`src/rtl/cpu_dbg_pkg.sv`:
```
// Shared definitions for the CPU register-dump streamer.
package cpu_dbg_pkg;

  localparam int unsigned REG_IDX_W      = 5;
  localparam int unsigned WORD_W         = 32;
  localparam int unsigned BYTE_W         = 8;
  localparam int unsigned SETTLE_W       = 4;
  localparam int unsigned BYTES_PER_WORD = 4;
  localparam int unsigned BYTE_CNT_W     = 2;

  typedef enum logic [1:0] {
    ST_IDLE = 2'd0,
    ST_SEL  = 2'd1,
    ST_SEND = 2'd2,
    ST_FIN  = 2'd3
  } dump_state_e;

endpackage

```
`src/rtl/byte_serializer.sv`:
```
// Loads a word and emits it as bytes, MSB first, under a valid/ready handshake.
module byte_serializer
  import cpu_dbg_pkg::*;
(
  input  logic              clk,
  input  logic              rstn,
  input  logic              i_load,
  input  logic [WORD_W-1:0] i_word,
  input  logic              i_ready,
  output logic [BYTE_W-1:0] o_data,
  output logic              o_valid,
  output logic              o_last_acc_c
);

  logic [WORD_W-1:0]     r_shift;
  logic [BYTE_CNT_W-1:0] r_cnt;
  logic                  r_valid;
  logic                  w_acc;

  assign w_acc        = r_valid && i_ready;
  assign o_last_acc_c = w_acc && (r_cnt == BYTE_CNT_W'(BYTES_PER_WORD - 1));
  assign o_data       = r_shift[WORD_W-1 -: BYTE_W];
  assign o_valid      = r_valid;

  // Shift register: load on capture, advance one byte per accepted transfer.
  always_ff @(posedge clk or negedge rstn) begin
    if (!rstn) begin
      r_shift <= '0;
      r_cnt   <= '0;
      r_valid <= 1'b0;
    end else if (i_load) begin
      r_shift <= i_word;
      r_cnt   <= '0;
      r_valid <= 1'b1;
    end else if (w_acc) begin
      if (r_cnt == BYTE_CNT_W'(BYTES_PER_WORD - 1)) begin
        r_valid <= 1'b0;
      end else begin
        r_shift <= {r_shift[WORD_W-BYTE_W-1:0], BYTE_W'(0)};
        r_cnt   <= r_cnt + BYTE_CNT_W'(1);
      end
    end
  end

endmodule

```
`src/rtl/reg_dump_streamer.sv`:
```
// Sweeps the CPU register debug port and streams each register as 4 bytes.
module reg_dump_streamer
  import cpu_dbg_pkg::*;
#(
  parameter int unsigned START_REG = 0,
  parameter int unsigned END_REG   = 31,
  parameter int unsigned SETTLE    = 1
) (
  input  logic                 clk,
  input  logic                 rstn,
  input  logic                 start,
  output logic [REG_IDX_W-1:0] reg_sel,
  input  logic [WORD_W-1:0]    reg_data,
  output logic [BYTE_W-1:0]    out_data,
  output logic                 out_valid,
  input  logic                 out_ready,
  output logic                 busy,
  output logic                 done
);

  // Reject configurations the sweep cannot represent.
  if (END_REG < START_REG || END_REG > 31 || SETTLE < 1 || SETTLE > 15) begin : g_cfg_check
    $error("reg_dump_streamer: illegal START_REG/END_REG/SETTLE");
  end

  dump_state_e          r_state,   w_state;
  logic [REG_IDX_W-1:0] r_reg_sel, w_reg_sel;
  logic [SETTLE_W-1:0]  r_settle,  w_settle;
  logic                 r_busy,    w_busy;
  logic                 r_done,    w_done;
  logic                 w_load;
  logic                 w_last_acc;

  // Registers for the sweep FSM and its registered outputs.
  always_ff @(posedge clk or negedge rstn) begin
    if (!rstn) begin
      r_state   <= ST_IDLE;
      r_reg_sel <= '0;
      r_settle  <= '0;
      r_busy    <= 1'b0;
      r_done    <= 1'b0;
    end else begin
      r_state   <= w_state;
      r_reg_sel <= w_reg_sel;
      r_settle  <= w_settle;
      r_busy    <= w_busy;
      r_done    <= w_done;
    end
  end

  // Next-state logic: settle on each register, capture, then wait for its last byte.
  always_comb begin
    w_state   = r_state;
    w_reg_sel = r_reg_sel;
    w_settle  = r_settle;
    w_busy    = r_busy;
    w_done    = 1'b0;
    w_load    = 1'b0;
    case (r_state)
      ST_IDLE: begin
        if (start) begin
          w_state   = ST_SEL;
          w_reg_sel = REG_IDX_W'(START_REG);
          w_settle  = SETTLE_W'(SETTLE);
          w_busy    = 1'b1;
        end
      end
      ST_SEL: begin
        if (r_settle == '0) begin
          w_load  = 1'b1;
          w_state = ST_SEND;
        end else begin
          w_settle = r_settle - SETTLE_W'(1);
        end
      end
      ST_SEND: begin
        if (w_last_acc) begin
          if (r_reg_sel == REG_IDX_W'(END_REG)) begin
            w_state   = ST_FIN;
            w_reg_sel = '0;
            w_busy    = 1'b0;
            w_done    = 1'b1;
          end else begin
            w_state   = ST_SEL;
            w_reg_sel = r_reg_sel + REG_IDX_W'(1);
            w_settle  = SETTLE_W'(SETTLE);
          end
        end
      end
      ST_FIN: begin
        w_state = ST_IDLE;
      end
      default: begin
        w_state = ST_IDLE;
      end
    endcase
  end

  byte_serializer u_ser (
    .clk          (clk),
    .rstn         (rstn),
    .i_load       (w_load),
    .i_word       (reg_data),
    .i_ready      (out_ready),
    .o_data       (out_data),
    .o_valid      (out_valid),
    .o_last_acc_c (w_last_acc)
  );

  assign reg_sel = r_reg_sel;
  assign busy    = r_busy;
  assign done    = r_done;

endmodule

```
`config.mk`:
```
export PLATFORM = sky130hd
export DESIGN_NAME = reg_dump_streamer
export DESIGN_NICKNAME = d
export VERILOG_FILES = /design/src/rtl/cpu_dbg_pkg.sv /design/src/rtl/byte_serializer.sv /design/src/rtl/reg_dump_streamer.sv
export SDC_FILE = /design/constraint.sdc
export NUM_CORES = 1
export LEC_CHECK = 0
export CAP_MARGIN = 10
export CORE_MARGIN = 4
export CORE_UTILIZATION = 45
export CTS_CLUSTER_SIZE = 30
export DETAILED_ROUTE_END_ITERATION = 7
export HOLD_SLACK_MARGIN = 0.12
export PLACE_DENSITY_LB_ADDON = 0.15
export SYNTH_ARGS = -nofsm -noshare
export SYNTH_HDL_FRONTEND = slang
export SYNTH_HIERARCHICAL = 1
export SYNTH_SLANG_ARGS = --single-unit
```
`constraint.sdc`:
```
create_clock -name clk -period 2.04 [get_ports clk]
set_input_delay 0.408 -clock clk [delete_from_list [all_inputs] [get_ports clk]]
set_output_delay 0.408 -clock clk [all_outputs]
set_load 0.03 [all_outputs]
```
==> results.md, run 1 <==
* DR vias at 1930
* Seq. cell area at 0.00120 sq mm
* Final WL at 5.15 mm
* Pleak at 1.33 nW
* Crit Path Max Fanout at 5
* RSZ-0062 raised after global routing: no
* Core area at 0.00514 sq mm
* Max-cap violations at 0
* Total global routing overflow at 0
* Total power at 4.12 mW
* TritonCTS Buffers at 5
* Fin cells at 382
* Clock root buffer: clkbuf_8
* Cell Area, Synth at 0.00240 sq mm
* DR WL met2 at 2.34 mm
* Commonest non-fill, non-tap cells in the layout: a21oi_1, clkdlybuf4s50_1, dfrtp_1
* Fill count at 512
* Diodes inserted at 0
* Initial Util at 46.6%
* Hold path endpoint: r_settle[0]
* Required @ worst endpoint at 2220 ps
* Min-delay src: r_settle[0]
* Hold violation count in the final report at 0
* Initial antenna violation count at 0
* Status: completed
* Ys Warns at 6
* Max Clock Freq at 0.536 GHz
* Worst-path clk slew at 80 ps
* PwrDens at 1330 mW/mm^2
* Critical-path cell list: ha_2 -> and3_1 -> ha_1 -> nand4bb_4 -> a22o_1 -> mux2_4
* Reg2reg start: reg_sel[0]
* Final instance area at 0.00310 sq mm
* Met3 wire length at 237 microns
* Top sig layer: met4
* Sequential-to-total area share from yosys stat at 50.1%
* R2r endpoint: r_settle[1]
* Nets at 353
* Die width at 81.0 microns
* Footprint of the multi-input gates at 0.00102 sq mm
* Synth Instances at 261
* Slew @ Worst Pin at 549 ps
* Die area at 0.00656 sq mm
* Top post-synthesis cells by area: dfrtp_1, a21oi_1, nor2b_1, nand2_1, buf_4
* CP endpoint kind: register
* Setup TNS at 0 ps
* Area growth, synth to finish at 29.2%
* CTS tree: done
* Vias in the first global route at 1863
* CP arrival at 2050 ps
* Crit path time final at 1870 ps
* Crit path buf inv count at 0
* First-pass GRT wire length at 8.67 mm
* Delay-heaviest family, CP: flip-flops
* CTS Sinks at 48
* Syn_area_per_cell at 9.18 sq um
* Post-synthesis register bit count at 48
* Drt pass-1 iters at 4
* WL/cell at 13.5 microns
* Slew headroom at 63.4%
* Reg2reg path depth at 6
* Row count at 26
* Cts-stage hold buffer count at 1
* Number of port buffers at 51
* Dpl cells at 374
* Cell taking the most area after synthesis: dfrtp_1
* Final period util at 91.4%
* HP Class: reg2reg
* Commonest non-fill, non-tap cell in the layout: a21oi_1
* # resized after CTS at 0
* Placed Area at 0.00300 sq mm
* Final Util at 60.2%
* Gr usage total at 17.0%
* Post-DP HPWL at 3.65 mm
* Post-route ant nets at 0
* Overall die height at 81.0 microns
* Worst Skew at 7.24 ps
* RD Place Congestion at 0.800
* Num ports at 52
* WL met1 at 2.51 mm
* Crit path kind: reg2reg
* Top cell type's share of synthesized area at 50.1%
* Critical Path Source Type: register
* Flop2flop setup slack at 170 ps
* Layout cell share with drive strength beyond 1 at 9.94%
* Drt drc at 0
* Post-synthesis cell type count at 36
* Buffer depth of the longest clock path at 2
* Final max-slew violation count at 0
* Largest net degree at the start of global routing at 51
* Cells on Worst Hold Path at 1
* CP max stage delay at 440 ps
* Final Setup Violations at 0
* Post-CTS Setup Inserts at 0
* Drt first-iter violations at 95
* Worst path slowest cell: dfrtp_2
* VDD IR max at 0.000836 V
* Clk Latency, worst-skew pair at 290 ps
* H-tree levels at 2
* Syn nets at 302
* DR vias/cell at 5.05
==> stage by stage <==
step | hold WS (ps) | worst slack [ps]
2_1_floorplan | 112 | 21.1
3_3_place_gp | 427 | 89.0
3_5_place_dp | 430 | 74.2
4_1_cts | 509 | 170
5_1_grt | 540 | 64.5
6_report | 509 | 175
==> flip-flops by register name, indices dropped and copies added, names as in the netlist <==
name           cells
u_ser/r_shift     32
r_settle           4
u_ser/o_valid      1
done               1
u_ser/r_cnt        2
r_state            2
reg_sel            5
busy               1
==> synthesized netlist by cell type <==
library cell,instances
o21bai_1,2
a22o_1,1
nor2_1,5
xnor2_1,1
a31oi_1,1
o21ai_1,7
dfrtp_1,48
mux2i_2,1
buf_2,7
buf_4,9
o21ai_0,9
o31ai_1,3
ha_1,5
nor3_1,1
buf_6,3
nand2b_1,1
a21oi_1,51
nand3b_1,2
inv_2,2
or3_1,2
clkbuf_1,4
a311o_1,1
mux2_4,1
a22oi_1,1
a2bb2oi_1,1
nor4bb_1,1
a21o_1,1
nor3b_1,2
and3_1,2
inv_1,7
o22ai_1,3
nand3_1,3
nand4bb_2,1
and3b_1,1
nor2b_1,27
nand2_1,44
==> worst max-delay path by stage <==
stage	startpoint	end	slack, ps	cells after the start
3_3_place_gp	out_ready	r_settle[1]	90	5
5_1_grt	r_settle[0]	u_ser/r_shift[17]	60	8
6_report	reg_sel[0]	r_settle[1]	170	6
3_5_place_dp	out_ready	r_settle[1]	70	5
4_1_cts	reg_sel[0]	r_settle[1]	170	6
2_1_floorplan	reg_sel[0]	r_settle[1]	20	6
==> cell families (layout without fill, tap and decap cells) <==
family          count (synthesis)  after routing  share of synthesized area [%]
simple gates                   92             92                           19.6
compound gates                 81             81                           18.4
flops                          48             48                           50.1
buf+inv                        32             83                           7.73
fa+ha+maj                       5              5                           2.61
mux                             2              2                           1.20
xor+xnor                        1              1                          0.366
==> cell type report <==
class	count	share of cell area, %
sequential	48	38.9
multi-input combinational	181	33.1
timing repair buffer	67	21.5
tap	70	2.83
clock buffer	5	2.22
inverter	9	1.09
clock inverter	2	0.404
==> power by group <==
part / internal [mW] / switching (mW) / total (mW)
registers: 1.35 / 0.229 / 1.58
logic: 0.935 / 1.06 / 2.00
clock network: 0.232 / 0.302 / 0.534
total: 2.52 / 1.59 / 4.12
==> metal layers <==
| metal | global-route usage [%] | vias up |
|---|---|---|
| met1 | 24.2 | 906 |
| met5 | 0 | - |
| li1 | - | 978 |
| met3 | 2.99 | 5 |
| met4 | 6.08 | 0 |
| met2 | 25.9 | 41 |
Note: power is estimated with default switching activity, not from simulation.
==> inputs of run 2 (changes only) <==
Settings changed: HOLD_SLACK_MARGIN 0.12 to 0.03.
==> results.md, run 2 (same netlist as run 1, synthesis figures left out) <==
* Status: completed
* Met3 wire length at 249 microns (+5.1%)
* Drt pass-1 iters at 4 (unchanged)
* DR vias at 1925 (-0.26%)
* Max reg flops at 32 (unchanged)
* Crit path time final at 1860 ps (-0.571 ps)
* Crit Path Max Fanout at 5 (unchanged)
* PwrDens at 1330 mW/mm^2 (+0.23%)
* Drt drc at 0 (unchanged)
* Post-DP HPWL at 3.65 mm (unchanged)
* First-pass GRT wire length at 8.67 mm (unchanged)
* Diodes inserted at 0 (unchanged)
* Max Clock Freq at 0.536 GHz (about the same)
* CP endpoint kind: register
* Num ports at 52 (unchanged)
* Core area at 0.00514 sq mm (unchanged)
* Area growth, synth to finish at 28.8%
* Max-cap violations at 0 (unchanged)
* Final Setup Violations at 0 (unchanged)
* Vias in the first global route at 1863 (unchanged)
* Number of port buffers at 51 (unchanged)
* RSZ-0062 raised after global routing: no
* # resized after CTS at 0 (unchanged)
* Largest net degree at the start of global routing at 51 (unchanged)
* Drt first-iter violations at 83 (-13%)
* Initial Util at 46.6% (unchanged)
* RD Place Congestion at 0.800 (unchanged)
* P_sw at 1.59 mW (-0.18%)
* Commonest non-fill, non-tap cells in the layout: a21oi_1, clkdlybuf4s50_1, dfrtp_1
* Top sig layer: met4
* Slew @ Worst Pin at 548 ps (-0.439 ps)
* Post-CTS Setup Inserts at 0 (unchanged)
* Row count at 26 (unchanged)
* WL met1 at 2.47 mm (-1.7%)
* Reg2reg start: reg_sel[0]
* Worst-path clk slew at 80 ps (about the same)
* Clock power share at 13.0% (about the same)
* Clock root buffer: clkbuf_8
* Required @ worst endpoint at 2220 ps (about the same)
* Nets at 352 (-0.28%)
* Crit path kind: reg2reg
* Post-route ant nets at 0 (unchanged)
* Slew headroom at 63.5% (about the same)
* Worst Skew at 7.15 ps (-0.0945 ps)
* H-tree levels at 2 (unchanged)
* Die width at 81.0 microns (unchanged)
* Pleak at 1.32 nW (-0.31%)
* Worst hold margin at 91.3 ps (-417 ps)
* Buffer depth of the longest clock path at 2 (unchanged)
* Critical Path Source Type: register
* CTS Sinks at 48 (unchanged)
* Final max-slew violation count at 0 (unchanged)
* Gr usage total at 17.0% (unchanged)
* WL/cell at 13.5 microns (-0.19%)
* DR vias/cell at 5.05 (about the same)
* Largest Register: u_ser/r_shift
* Final period util at 91.4% (about the same)
* Comb power frac at 48.5% (about the same)
* HP Class: in2async
* Total global routing overflow at 0 (unchanged)
* Cts-stage hold buffer count at 0 (-1)
* Initial antenna violation count at 0 (unchanged)
* Crit path from: reg_sel[0]
* Layout cell share with drive strength beyond 1 at 9.97% (+0.032 points)
* Hold violation count in the final report at 0 (unchanged)
* Internal Power at 2.52 mW (about the same)
* DR WL met2 at 2.35 mm (+0.34%)
* Overall die height at 81.0 microns (unchanged)
* Die area at 0.00656 sq mm (unchanged)
* VDD IR max at 0.000836 V (about the same)
* Setup TNS at 0 ps (unchanged)
* Clk Latency, worst-skew pair at 290 ps (about the same)
* Commonest non-fill, non-tap cell in the layout: a21oi_1
* CP arrival at 2050 ps (about the same)
* Switching share of total power at 38.7% (about the same)
* Final WL at 5.13 mm (-0.45%)
* Reg power frac at 38.5% (about the same)
* CTS tree: done
* TritonCTS Buffers at 5 (unchanged)
==> run 2: cell types whose count changed in the layout (fill, tap and decap cells not counted), sizes merged <==
cell and delta:
dlygate4sd3 -1
==> run 2: layer usage <==
| layer | global-route usage [%] | vias up |
|---|---|---|
| met3 | 2.99 | 5 |
| met1 | 24.2 | 900 |
| met4 | 6.08 | 0 |
| li1 | - | 975 |
| met2 | 25.9 | 45 |
| met5 | 0 | - |
==> run 2: through the flow <==
step           instance area [sq um]  setup WS (ps)  power (mW)  cells  utilization, %
2_1_floorplan                   2410           21.1        3.05    261               -
3_3_place_gp                    3000           89.0        3.55    374            58.4
3_5_place_dp                    3000           74.2        3.61    374            58.4
4_1_cts                         3090            170        4.16    381            60.0
5_1_grt                         3090           64.5        4.46    381            60.0
6_report                        3090            175        4.11    381            60.0
==> run 2: critical path, cell delays in order (launching register included) <==
cell and delay, ps:
dfrtp_2 440, ha_2 200, and3_1 180, ha_1 190, nand4bb_4 220, a22o_1 240
mux2_4 290
==> run 2: worst paths after layout <==
kind,endpoint,slack [ps],depth (start not counted)
max,r_settle[1],180,6
min,u_ser/r_shift[28],90,1
max reg2reg,r_settle[1],180,6
min reg2reg,r_settle[0],510,1
max in group asynchronous,u_ser/r_shift[2],1350,2
min in group clk,r_settle[0],510,1
==> run 2: layout make-up <==
class / instances / area [sq um]
fillers: 513 / 2050
clock inverters: 2 / 12.5
multi-input cells: 181 / 1020
flip-flops and latches: 48 / 1200
well taps: 70 / 87.6
repair buffers: 66 / 656
clock buffers: 5 / 68.8
inverters: 9 / 33.8
==> run 2: power by group through the flow <==
stage          sequential [mW]  combinational, mW  clock [mW]
6_report                  1.58               1.99       0.534
5_1_grt                   1.63               2.23       0.593
4_1_cts                   1.59               2.01       0.556
3_5_place_dp              1.61               2.01           0
3_3_place_gp              1.59               1.96           0
2_1_floorplan             1.58               1.47           0
==> inputs of run 3 (changes only) <==
Settings changed: GPL_ROUTABILITY_DRIVEN set to 0, GPL_TIMING_DRIVEN set to 0, SLEW_MARGIN set to 20.
==> results.md, run 3 (same netlist as run 1, synthesis figures left out) <==
* Final Util at 62.1% (+2.1 points)
* Row count at 26 (unchanged)
* Clk Latency, worst-skew pair at 300 ps (about the same)
* CP endpoint kind: register
* Flop2flop setup slack at 50 ps (-120 ps)
* Diodes inserted at 0 (unchanged)
* Crit path kind: reg2reg
* Gr usage total at 18.2% (+1.2 points)
* Number of port buffers at 51 (unchanged)
* R2r endpoint: r_settle[1]
* Final period util at 97.5% (+6.1 points)
* Final Setup Violations at 0 (unchanged)
* Vias in the first global route at 1880 (+0.91%)
* Drt first-iter violations at 122 (+47%)
* Critical Path Source Type: register
* Status: completed
* Initial antenna violation count at 0 (unchanged)
* Area growth, synth to finish at 33.2%
* Seq. cell area at 0.00120 sq mm (unchanged)
* Fill count at 482 (-6.0%)
* Footprint of the multi-input gates at 0.00105 sq mm (+2.2%)
* Die area at 0.00656 sq mm (unchanged)
* First-pass GRT wire length at 9.16 mm (+5.6%)
* Buffer depth of the longest clock path at 2 (unchanged)
* Nets at 365 (+3.7%)
* Final WL at 5.46 mm (+6.6%)
* TritonCTS Buffers at 5 (unchanged)
* Commonest non-fill, non-tap cells in the layout: a21oi_1, clkdlybuf4s50_1, dfrtp_1
* HP Class: in2async
* Crit path time final at 1990 ps (+124 ps)
* Max Clock Freq at 0.503 GHz (-6.2%)
* Max reg flops at 32 (unchanged)
* Delay-heaviest family, CP: simple AND/OR/NAND/NOR gates
* Overall die height at 81.0 microns (unchanged)
* CP arrival at 2180 ps (+130 ps)
* Worst path slowest cell: dfrtp_2
* CTS tree: done
* Core area at 0.00514 sq mm (unchanged)
* Commonest non-fill, non-tap cell in the layout: a21oi_1
* CTS Sinks at 48 (unchanged)
* H-tree levels at 2 (unchanged)
* Slew headroom at 67.4% (+4.0 points)
* Layout cell share with drive strength beyond 1 at 13.5% (+3.6 points)
* Crit path buf inv count at 0 (unchanged)
* Worst Skew at 3.86 ps (-3.29 ps)
* Required @ worst endpoint at 2230 ps (about the same)
* Pleak at 1.39 nW (+5.1%)
* Critical-path cell list: ha_2 -> and3_1 -> ha_2 -> nand4bb_4 -> a22o_4 -> mux2_4
* Post-route ant nets at 0 (unchanged)
* Drt drc at 0 (unchanged)
* Largest net degree at the start of global routing at 30 (-41%)
* CP max stage delay at 440 ps (about the same)
* Num ports at 52 (unchanged)
* Initial Util at 46.6% (unchanged)
* Slew @ Worst Pin at 488 ps (-59.8 ps)
* Crit Path Max Fanout at 6 (+1)
* Drt pass-1 iters at 4 (unchanged)
* Largest Register: u_ser/r_shift
* Final max-slew violation count at 0 (unchanged)
* Cts-stage hold buffer count at 0 (unchanged)
* Reg2reg start: reg_sel[0]
* Total global routing overflow at 0 (unchanged)
* Clock root buffer: clkbuf_8
* WL/cell at 13.8 microns (+2.8%)
* Setup TNS at 0 ps (unchanged)
* PwrDens at 1380 mW/mm^2 (+3.6%)
* DR vias at 1983 (+3.0%)
* Worst-path clk slew at 80 ps (about the same)
* Hold violation count in the final report at 0 (unchanged)
* VDD IR max at 0.000543 V (-35%)
* Max-cap violations at 0 (unchanged)
* DR vias/cell at 5.02 (-0.64%)
* Most used cell, CP: ha_2
* Post-DP HPWL at 3.93 mm (+7.6%)
* Die width at 81.0 microns (unchanged)
* Reg2reg path depth at 6 (unchanged)
-- run 3: cell types whose count changed in the layout (fill, tap and decap cells not counted), sizes merged --
cell	change
buf	+7
clkbuf	+7
bufinv	+1
clkinv	-1
clkinvlp	-1
inv	+1
-- run 3: timing repair --
item | CTS | global route
setup endpoints to repair | 23 | 34
resized for setup | 2 | 6
cloned | 0 | 0
pin swaps | 1 | 1
setup buffers | 0 | 4
-- run 3: worst max path at each step --
stage                     start                end  slack, ps  cells after the start
detailed placement    out_ready        r_settle[1]       -160                      5
global route        r_settle[0]  u_ser/r_shift[28]        -20                      9
finish               reg_sel[0]        r_settle[1]         50                      6
CTS                  reg_sel[0]        r_settle[1]          2                      6
floorplan            reg_sel[0]        r_settle[1]         20                      6
global placement           rstn         reg_sel[1]      -1030                      1
-- run 3: per-layer routing --
layer | GRT usage, % | vias to the layer above | routed length [microns]
li1 | - | 1002 | -
met1 | 26.8 | 926 | 2710
met2 | 26.6 | 48 | 2420
met3 | 4.77 | 7 | 281
met4 | 4.56 | 0 | 57
met5 | 0 | - | 0
-- run 3: area by class of cell --
| cell class | instances | area share (%) |
|---|---|---|
| plain buffers | 23 | 4.94 |
| clock buffers | 6 | 2.27 |
| clock inverters | 2 | 1.10 |
| inverters | 9 | 1.06 |
| multi-input cells | 181 | 32.8 |
| flip-flops and latches | 48 | 37.7 |
| well taps | 70 | 2.74 |
| repair buffers | 56 | 17.4 |
-- run 3: power breakdown --
group,internal (mW),switching [mW]
Clock,0.364,0.311
Sequential,1.35,0.241
Combinational,1.02,1.11
-- run 3: per-stage QoR --
| step | power (mW) | setup slack (ps) | area, sq um | instances | hold slack, ps |
|---|---|---|---|---|---|
| after detailed placement | 3.65 | -160 | 3030 | 383 | 403 |
| after global routing | 4.78 | -21.5 | 3190 | 395 | 86.2 |
| after CTS | 4.36 | 2.15 | 3150 | 391 | 67.6 |
| final | 4.40 | 51.6 | 3190 | 395 | 61.0 |
| after global placement | 3.59 | -1030 | 3010 | 382 | 486 |
| after floorplan | 3.05 | 21.1 | 2410 | 261 | 112 |
